[src/rtl/sys_arr_pkg.sv]
// Shared state encoding, defaults and row-count helper for the
// systolic-array row sequencer.
package sys_arr_pkg;

   typedef enum logic [2:0] {
      ST_IDLE = 3'd0,
      ST_LOAD = 3'd1,
      ST_FIRE = 3'd2,
      ST_WAIT = 3'd3,
      ST_DONE = 3'd4
   } seq_state_e;

   localparam int MAC_LAT_DEFAULT = 3;

   // A zero or oversized request runs a full tile of n rows.
   function automatic int unsigned effective_rows(input int unsigned cfg,
                                                  input int unsigned n);
      return ((cfg == 0) || (cfg > n)) ? n : cfg;
   endfunction

endpackage

[src/rtl/sysarr_start_skew.sv]
// N-stage shift register that staggers the column-0 MAC start pulse
// across the array, one column per cycle, with a synchronous clear.
module sysarr_start_skew #(
   parameter int N = 4
) (
   input  logic         clk,
   input  logic         clr_i,
   input  logic         fire_i,
   output logic [N-1:0] start_o
);

   logic [N-1:0] skew_q;
   logic [N-1:0] skew_d;

   always_comb begin
      skew_d    = '0;
      skew_d[0] = fire_i;
      for (int k = 1; k < N; k++) begin
         skew_d[k] = skew_q[k-1];
      end
   end

   always_ff @(posedge clk) begin
      if (clr_i) begin
         skew_q <= '0;
      end else begin
         skew_q <= skew_d;
      end
   end

   assign start_o = skew_q;

endmodule

[src/rtl/sysarr_sequencer.sv]
// Row sequencer for an N x N systolic MAC array: loads one input row,
// fires the skewed MAC starts, waits for the last column and strobes capture.
module sysarr_sequencer #(
   parameter int N       = 4,
   parameter int MAC_LAT = sys_arr_pkg::MAC_LAT_DEFAULT
) (
   input  logic                 clk,
   input  logic                 RST,
   input  logic                 start_req,
   input  logic [$clog2(N):0]   cfg_rows,
   input  logic                 in_valid,
   output logic                 in_ready,
   input  logic                 out_ready,
   output logic                 mac_shift,
   output logic [N-1:0]         mac_start,
   input  logic                 value_ready_last,
   output logic                 result_capture,
   output logic [$clog2(N)-1:0] row_idx,
   output logic                 busy,
   output logic                 done,
   output logic                 err
);

   import sys_arr_pkg::*;

   localparam int CW       = $clog2(N) + 1;
   localparam int RW       = $clog2(N);
   localparam int WAIT_CYC = N + MAC_LAT - 1;
   localparam int WW       = (WAIT_CYC > 1) ? $clog2(WAIT_CYC) : 1;
   localparam int WLAST    = WAIT_CYC - 1;

   seq_state_e    state_q,   state_d;
   logic [RW-1:0] row_idx_q, row_idx_d;
   logic [CW-1:0] rows_q,    rows_d;
   logic [WW-1:0] wcnt_q,    wcnt_d;
   logic          err_q,     err_d;

   logic [CW-1:0] rows_eff;
   logic          handshake;
   logic          wait_last;
   logic          last_row;
   logic          fire_next;
   logic [N-1:0]  skew_start;

   assign rows_eff  = CW'(effective_rows(32'(cfg_rows), 32'(N)));
   assign handshake = (state_q == ST_LOAD) && in_valid && out_ready;
   assign wait_last = (state_q == ST_WAIT) && (wcnt_q == WW'(WLAST));
   assign last_row  = ((CW'(row_idx_q) + CW'(1)) == rows_q);

   always_comb begin
      state_d   = state_q;
      row_idx_d = row_idx_q;
      rows_d    = rows_q;
      wcnt_d    = wcnt_q;
      err_d     = err_q;
      unique case (state_q)
         ST_IDLE: begin
            if (start_req) begin
               state_d   = ST_LOAD;
               rows_d    = rows_eff;
               row_idx_d = '0;
               err_d     = 1'b0;
            end
         end
         ST_LOAD: begin
            if (handshake) begin
               state_d = ST_FIRE;
            end
         end
         ST_FIRE: begin
            state_d = ST_WAIT;
            wcnt_d  = '0;
         end
         ST_WAIT: begin
            // The last column must report exactly in the final WAIT cycle.
            if (wait_last) begin
               if (!value_ready_last) begin
                  err_d = 1'b1;
               end
               if (last_row) begin
                  state_d = ST_DONE;
               end else begin
                  state_d   = ST_LOAD;
                  row_idx_d = row_idx_q + RW'(1);
               end
            end else begin
               wcnt_d = wcnt_q + WW'(1);
               if (value_ready_last) begin
                  err_d = 1'b1;
               end
            end
         end
         ST_DONE: begin
            state_d = ST_IDLE;
         end
         default: begin
            state_d = ST_IDLE;
         end
      endcase
   end

   always_ff @(posedge clk) begin
      if (RST) begin
         state_q   <= ST_IDLE;
         row_idx_q <= '0;
         rows_q    <= '0;
         wcnt_q    <= '0;
         err_q     <= 1'b0;
      end else begin
         state_q   <= state_d;
         row_idx_q <= row_idx_d;
         rows_q    <= rows_d;
         wcnt_q    <= wcnt_d;
         err_q     <= err_d;
      end
   end

   // Loading stage 0 on entry makes mac_start[0] a registered FIRE-cycle pulse.
   assign fire_next = (state_d == ST_FIRE);

   sysarr_start_skew #(
      .N(N)
   ) u_skew (
      .clk    (clk),
      .clr_i  (RST),
      .fire_i (fire_next),
      .start_o(skew_start)
   );

   // Outputs are forced low while RST is high so nothing leaks mid-reset;
   // mac_shift is the LOAD handshake itself and so follows the inputs.
   assign in_ready       = ~RST & (state_q == ST_LOAD) & out_ready;
   assign mac_shift      = in_ready & in_valid;
   assign mac_start      = RST ? '0 : skew_start;
   assign result_capture = ~RST & wait_last;
   assign row_idx        = RST ? '0 : row_idx_q;
   assign busy           = ~RST & (state_q != ST_IDLE);
   assign done           = ~RST & (state_q == ST_DONE);
   assign err            = ~RST & err_q;

endmodule

[config.mk]
export PLATFORM = sky130hd
export DESIGN_NAME = sysarr_sequencer
export DESIGN_NICKNAME = d
export VERILOG_FILES = /design/src/rtl/sys_arr_pkg.sv /design/src/rtl/sysarr_start_skew.sv /design/src/rtl/sysarr_sequencer.sv
export SDC_FILE = /design/constraint.sdc
export NUM_CORES = 1
export LEC_CHECK = 0
export ABC_CLOCK_PERIOD_IN_PS = 1850
export CAP_MARGIN = 20
export CORE_AREA = 3 3 46 48
export CTS_BUF_LIST = sky130_fd_sc_hd__clkbuf_2
export DETAILED_ROUTE_END_ITERATION = 8
export DIE_AREA = 0 0 49 51
export PLACE_DENSITY_LB_ADDON = 0.2
export SKIP_CTS_REPAIR_TIMING = 1
export SLEW_MARGIN = 20
export SYNTH_ARGS = -nofsm -noshare
export SYNTH_HDL_FRONTEND = slang
export SYNTH_SLANG_ARGS = --single-unit
[constraint.sdc]
create_clock -name clk -period 1.85 [get_ports clk]
set_input_delay 0.185 -clock clk [delete_from_list [all_inputs] [get_ports clk]]
set_output_delay 0.185 -clock clk [all_outputs]
set_load 0.01 [all_outputs]
# Word-level counts from Yosys, hierarchy flattened
# Index checks and enable logic that the tools add are counted.
[word_totals]
regBits = 16
in_bits = 9
[op_classes]
add_sub_neg = 3
magnitude_cmp = 1
eq_ne = 13
n_mux = 19
bitwise_logic = 8
n_reduce_logical = 13
[op_table]
columns = ["cell", "n"]
rows = [
  ["$mux 3", 6],
  ["$pmux 3 s4", 1],
  ["$eq 3x2->1 const B", 3],
  ["$mux 2", 4],
  ["$ne 2x2->1 const B", 4],
  ["$reduce_and 4->1", 2],
  ["$and 1x1->1", 7],
  ["$eq 3x3->1 const B", 2],
  ["$logic_not 3->1", 2],
  ["$ne 3x3->1 const B", 2],
  ["$pmux 3 s2", 1],
  ["$mux 1", 4],
  ["$mux 4", 1],
  ["$pmux 2 s2", 1],
  ["$reduce_and 2->1", 2],
  ["$reduce_bool 2->1", 2],
  ["$add 2x1->3 const B", 1],
  ["$add 3x1->3 const B", 1],
  ["$eq 3x1->1 const B", 1],
  ["$eq 3x3->1", 1],
  ["$gt 3x3->1 const B", 1],
  ["$logic_and 1x1->1", 3],
  ["$reduce_bool 3->1", 1],
  ["$add 2x1->2 const B", 1],
  ["3 further kinds", 3],
]

# Depth between registers and ports, before layout
[logic_depth]
ltp_word = 6
depth_mapped = 6
mapped_depth_nobuf = 6

# Cells and area by module
# Synthesis repeated with hierarchy kept, for this count alone.
[hier_totals]
hier_cells = 97
hier_area_um2 = 865.8
[by_module_without_submodules]
columns = ["mod", "n_inst", "cells_per_inst", "area_each_um2"]
rows = [
  ["sysarr_sequencer", 1, 89, 760.7],
  ["sysarr_start_skew", 1, 8, 105.1],
]

# Worst setup path after synthesis
# OpenSTA, ideal clock, no wires.
[synth_path]
path_kind = "register to register"
start = "register row_idx_q[0]"
end = "register row_idx_q[1]"
arrival_time_ps = 1418
t_required_ps = 1720
slack_ps = 302
path_stages_with_launch = 6
n_path_buf = 0
period_less_slack_ps = 1548
cell_sequence = "dfxtp_1 -> ha_1 -> xor2_1 -> or3_4 -> o21ai_2 -> o32ai_2"
[synth_via]
elab_chain_len = 4
elab_cells_between_ends = 8
classes_between = "add/sub (2); eq/ne (2); mux (3); reduce/logical (1)"
[synth_lines]
columns = ["item", "line", "text"]
rows = [
  ["from (decl)", "sysarr_sequencer.sv:33", "logic [RW-1:0] row_idx_q, row_idx_d;"],
  ["from (signal assigned)", "sysarr_sequencer.sv:111", "row_idx_q <= row_idx_d;"],
  ["$add 2x1->3 / $add 2x1->2 (equally long branches)", "sysarr_sequencer.sv:48, sysarr_sequencer.sv:84", ""],
  ["$eq 3x3->1 / $mux 2 (equally long branches)", "sysarr_sequencer.sv:48, sysarr_sequencer.sv:80", ""],
  ["$ne 2x2->1 (no source line) / $mux 2 (equally long branches)", "-", ""],
  ["$reduce_and 4->1 (no source line) / $pmux 2 s2 (equally long branches)", "-", ""],
]
# Parallel ways exist; a longest one is shown, timed or not. The select of a mux whose other input is x is not followed.
# A chain may end at the register's enable or synchronous reset.

# Worst setup path in the final report
[layout_path]
start = "input port RST"
end = "output port mac_start[0]"
[layout_via]
elab_chain_len = 1
[layout_lines]
columns = ["item", "line", "text"]
rows = [
  ["from (decl)", "sysarr_sequencer.sv:8", "input logic RST,"],
  ["$mux 4", "sysarr_sequencer.sv:134", "assign mac_start = RST ? '0 : skew_start;"],
  ["to (decl)", "sysarr_sequencer.sv:15", "output logic [N-1:0] mac_start,"],
]
# No other way between the ends.

==> out/metrics.cfg <==
[cts]
cts_tree = done
clk_latency_ns = 0.28
cts_buffers = 3
clkSinkCount = 16
cts.clk_slew.worst_paths_ns = 0.14
cts_root_buf = clkbuf_2
cts_max_level = 1
clockBufferDepth = 2

[synth]
syn_inst = 96
ys_seq_elements = 16
synth_cell_type_count = 35
syn_nets = 109
async_flop_share = 0
synthFlopType = dfxtp_1
synth_edf_count = 0
synth.yosys.seq_area_share = 0.371
syn_area_sq_um = 863
postSynthAreaPerCell_sq_um = 8.99
ys_warn_count = 0

[route]
dr.first_iter.drc_count = 9
vias_per_cell = 5.12
routed_wl_microns = 1770
drt_pass1_iterations = 2
drc = 0
wl_per_cell_microns = 11.6
vias = 783
ant_nets = 0

[global_route]
antenna_found_initial = 0
grtUsageMet1 = 0.169
grt_pass1_vias = 719
grt_use_total = 0.152
grt_max_degree = 12
grt_pass1_wl_microns = 2930
overflow = 0
busiest_layer = met2
use_met3 = 0.0437
grtUsageMet2 = 0.267

[sta]
layout_min_cycle_time_ns = 1.68
worstMarginPinSlew_ns = 0.379
setup_violations = 0
fin_ws_ns = 0.165
relSlewSlack = 0.745
hold_violations = 0
max_freq_mhz = 594
period_share = 0.911
whs_ns = 0.469
finClkSkew_ns = 0.00313
rsz0062_at_grt = false
slew_violations = 0

[layout]
n_antenna_cell = 0
final_cell_mix = 13 x clkdlybuf4s50_1, 13 x buf_4, 11 x dfxtp_1
fin_cells = 153
syn2layout_area_growth_pct = 40.9
layout.nets = 143
layout-drive-gt1-share = 0.258
utilization = 0.697

[power_and_ir_drop]
power.density_nw_per_um2 = 515
finalPower_uw = 626
ir_drop_mv = 0.313
p_leak_nw = 0.613

[setup_path]
cp_slowest_cell = clkdlybuf4s50_1
worstPathArrival_ns = 1.50
endpoint_kind = output pin
r2r_setup_slack_ns = 0.19
max_stage_delay_ns = 0.54
crit_top_cell = clkdlybuf4s50_1
worstPathMaxFanout = 11
path_class = in2out
critPathLaunchType = input pin
path_cells = clkdlybuf4s50_1 > buf_4 > nor2b_1 > clkdlybuf4s50_1
crit_required_ns = 1.66

[floorplanning]
die_h_microns = 51
core.rowCount = 15
core_sq_um = 1750
start_util = 0.495
die_w_microns = 49
dieArea_sq_um = 2500
ioPinCount = 21

[run]
drv_cap = 0

[place]
dp_hpwl_microns = 1360
place_worst_setup_slack_ns = -0.0435
dpl.cell_count = 147
numPortBuffers = 20
gp_congestion = 0.691

[worst_hold_path]
min_path_type = reg2reg

[run_status]
status = finished clean

==> synthesized netlist by cell type, types with 2 or more instances <==
| master | instances | area share |
|---|---|---|
| nand3_1 | 2 | 0.012 |
| nor3b_1 | 2 | 0.017 |
| o22ai_1 | 2 | 0.014 |
| inv_1 | 5 | 0.022 |
| nand2_1 | 8 | 0.035 |
| nor2b_1 | 8 | 0.058 |
| a211oi_1 | 2 | 0.017 |
| nor4_1 | 2 | 0.014 |
| xor2_1 | 3 | 0.030 |
| clkbuf_1 | 2 | 0.0087 |
| nand3b_1 | 3 | 0.026 |
| ha_1 | 4 | 0.058 |
| and2_1 | 2 | 0.014 |
| dfxtp_1 | 16 | 0.37 |
| nor2_1 | 8 | 0.035 |
| nor3_1 | 3 | 0.017 |
| a21oi_1 | 6 | 0.035 |
==> routing by layer <==
layer | up-vias | part of all wire | wire length [microns]
li1 | 397 | - | -
met1 | 359 | 0.45 | 789
met2 | 23 | 0.49 | 864
met3 | 4 | 0.053 | 93
met4 | 0 | 0.012 | 21
met5 | - | 0 | 0
==> flip-flops by register name (all words and copies together), names as in the netlist <==
name	cells
err_q	1
row_idx_q	2
rows_q	3
state_q	3
u_skew.start_o	4
wcnt_q	3
==> final cells by class <==
class	instances	area, sq um
inverters	5	18.8
well taps	25	31.3
flip-flops and latches	16	329
fillers	160	529
clock buffers	3	15.0
repair buffers	33	315
multi-input cells	71	507
==> worst max-delay path: cells and delay by family <==
family / cells / cell delay [ns]
buffers and inverters: 3 / 1.20
and+or+nand+nor: 1 / 0.11
==> path summary, 6_finish.rpt <==
check                                  to  cells past startpoint                         start
max reg2reg     row_idx_q[0]$_SDFFE_PP0P_                      5     row_idx_q[0]$_SDFFE_PP0P_
min reg2reg  u_skew.start_o[3]$_SDFF_PP0_                      1  u_skew.start_o[2]$_SDFF_PP0_
min          u_skew.start_o[3]$_SDFF_PP0_                      1  u_skew.start_o[2]$_SDFF_PP0_
max                          mac_start[0]                      4                           RST
==> report_power, final <==
part	switching, mW	internal (mW)
Combinational	0.0541	0.0635
Sequential	0.00747	0.354
Clock	0.103	0.0442
==> per-stage QoR <==
stage	TNS, ns	cell area, sq um
floorplan	0	863
global route	0	1220
detailed placement	-0.0885	1140
global placement	0	1140
CTS	-0.520	1160
finish	0	1220
==> logic make-up after synthesis <==
| kind of cell | count (synthesis) | share of synthesized area |
|---|---|---|
| simple gates | 48 | 0.349 |
| flops | 16 | 0.371 |
| compound gates | 15 | 0.129 |
| buf+inv | 9 | 0.0522 |
| xor+xnor | 4 | 0.0406 |
| fa+ha+maj | 4 | 0.0580 |
Note: power is estimated with default switching activity, not from simulation.
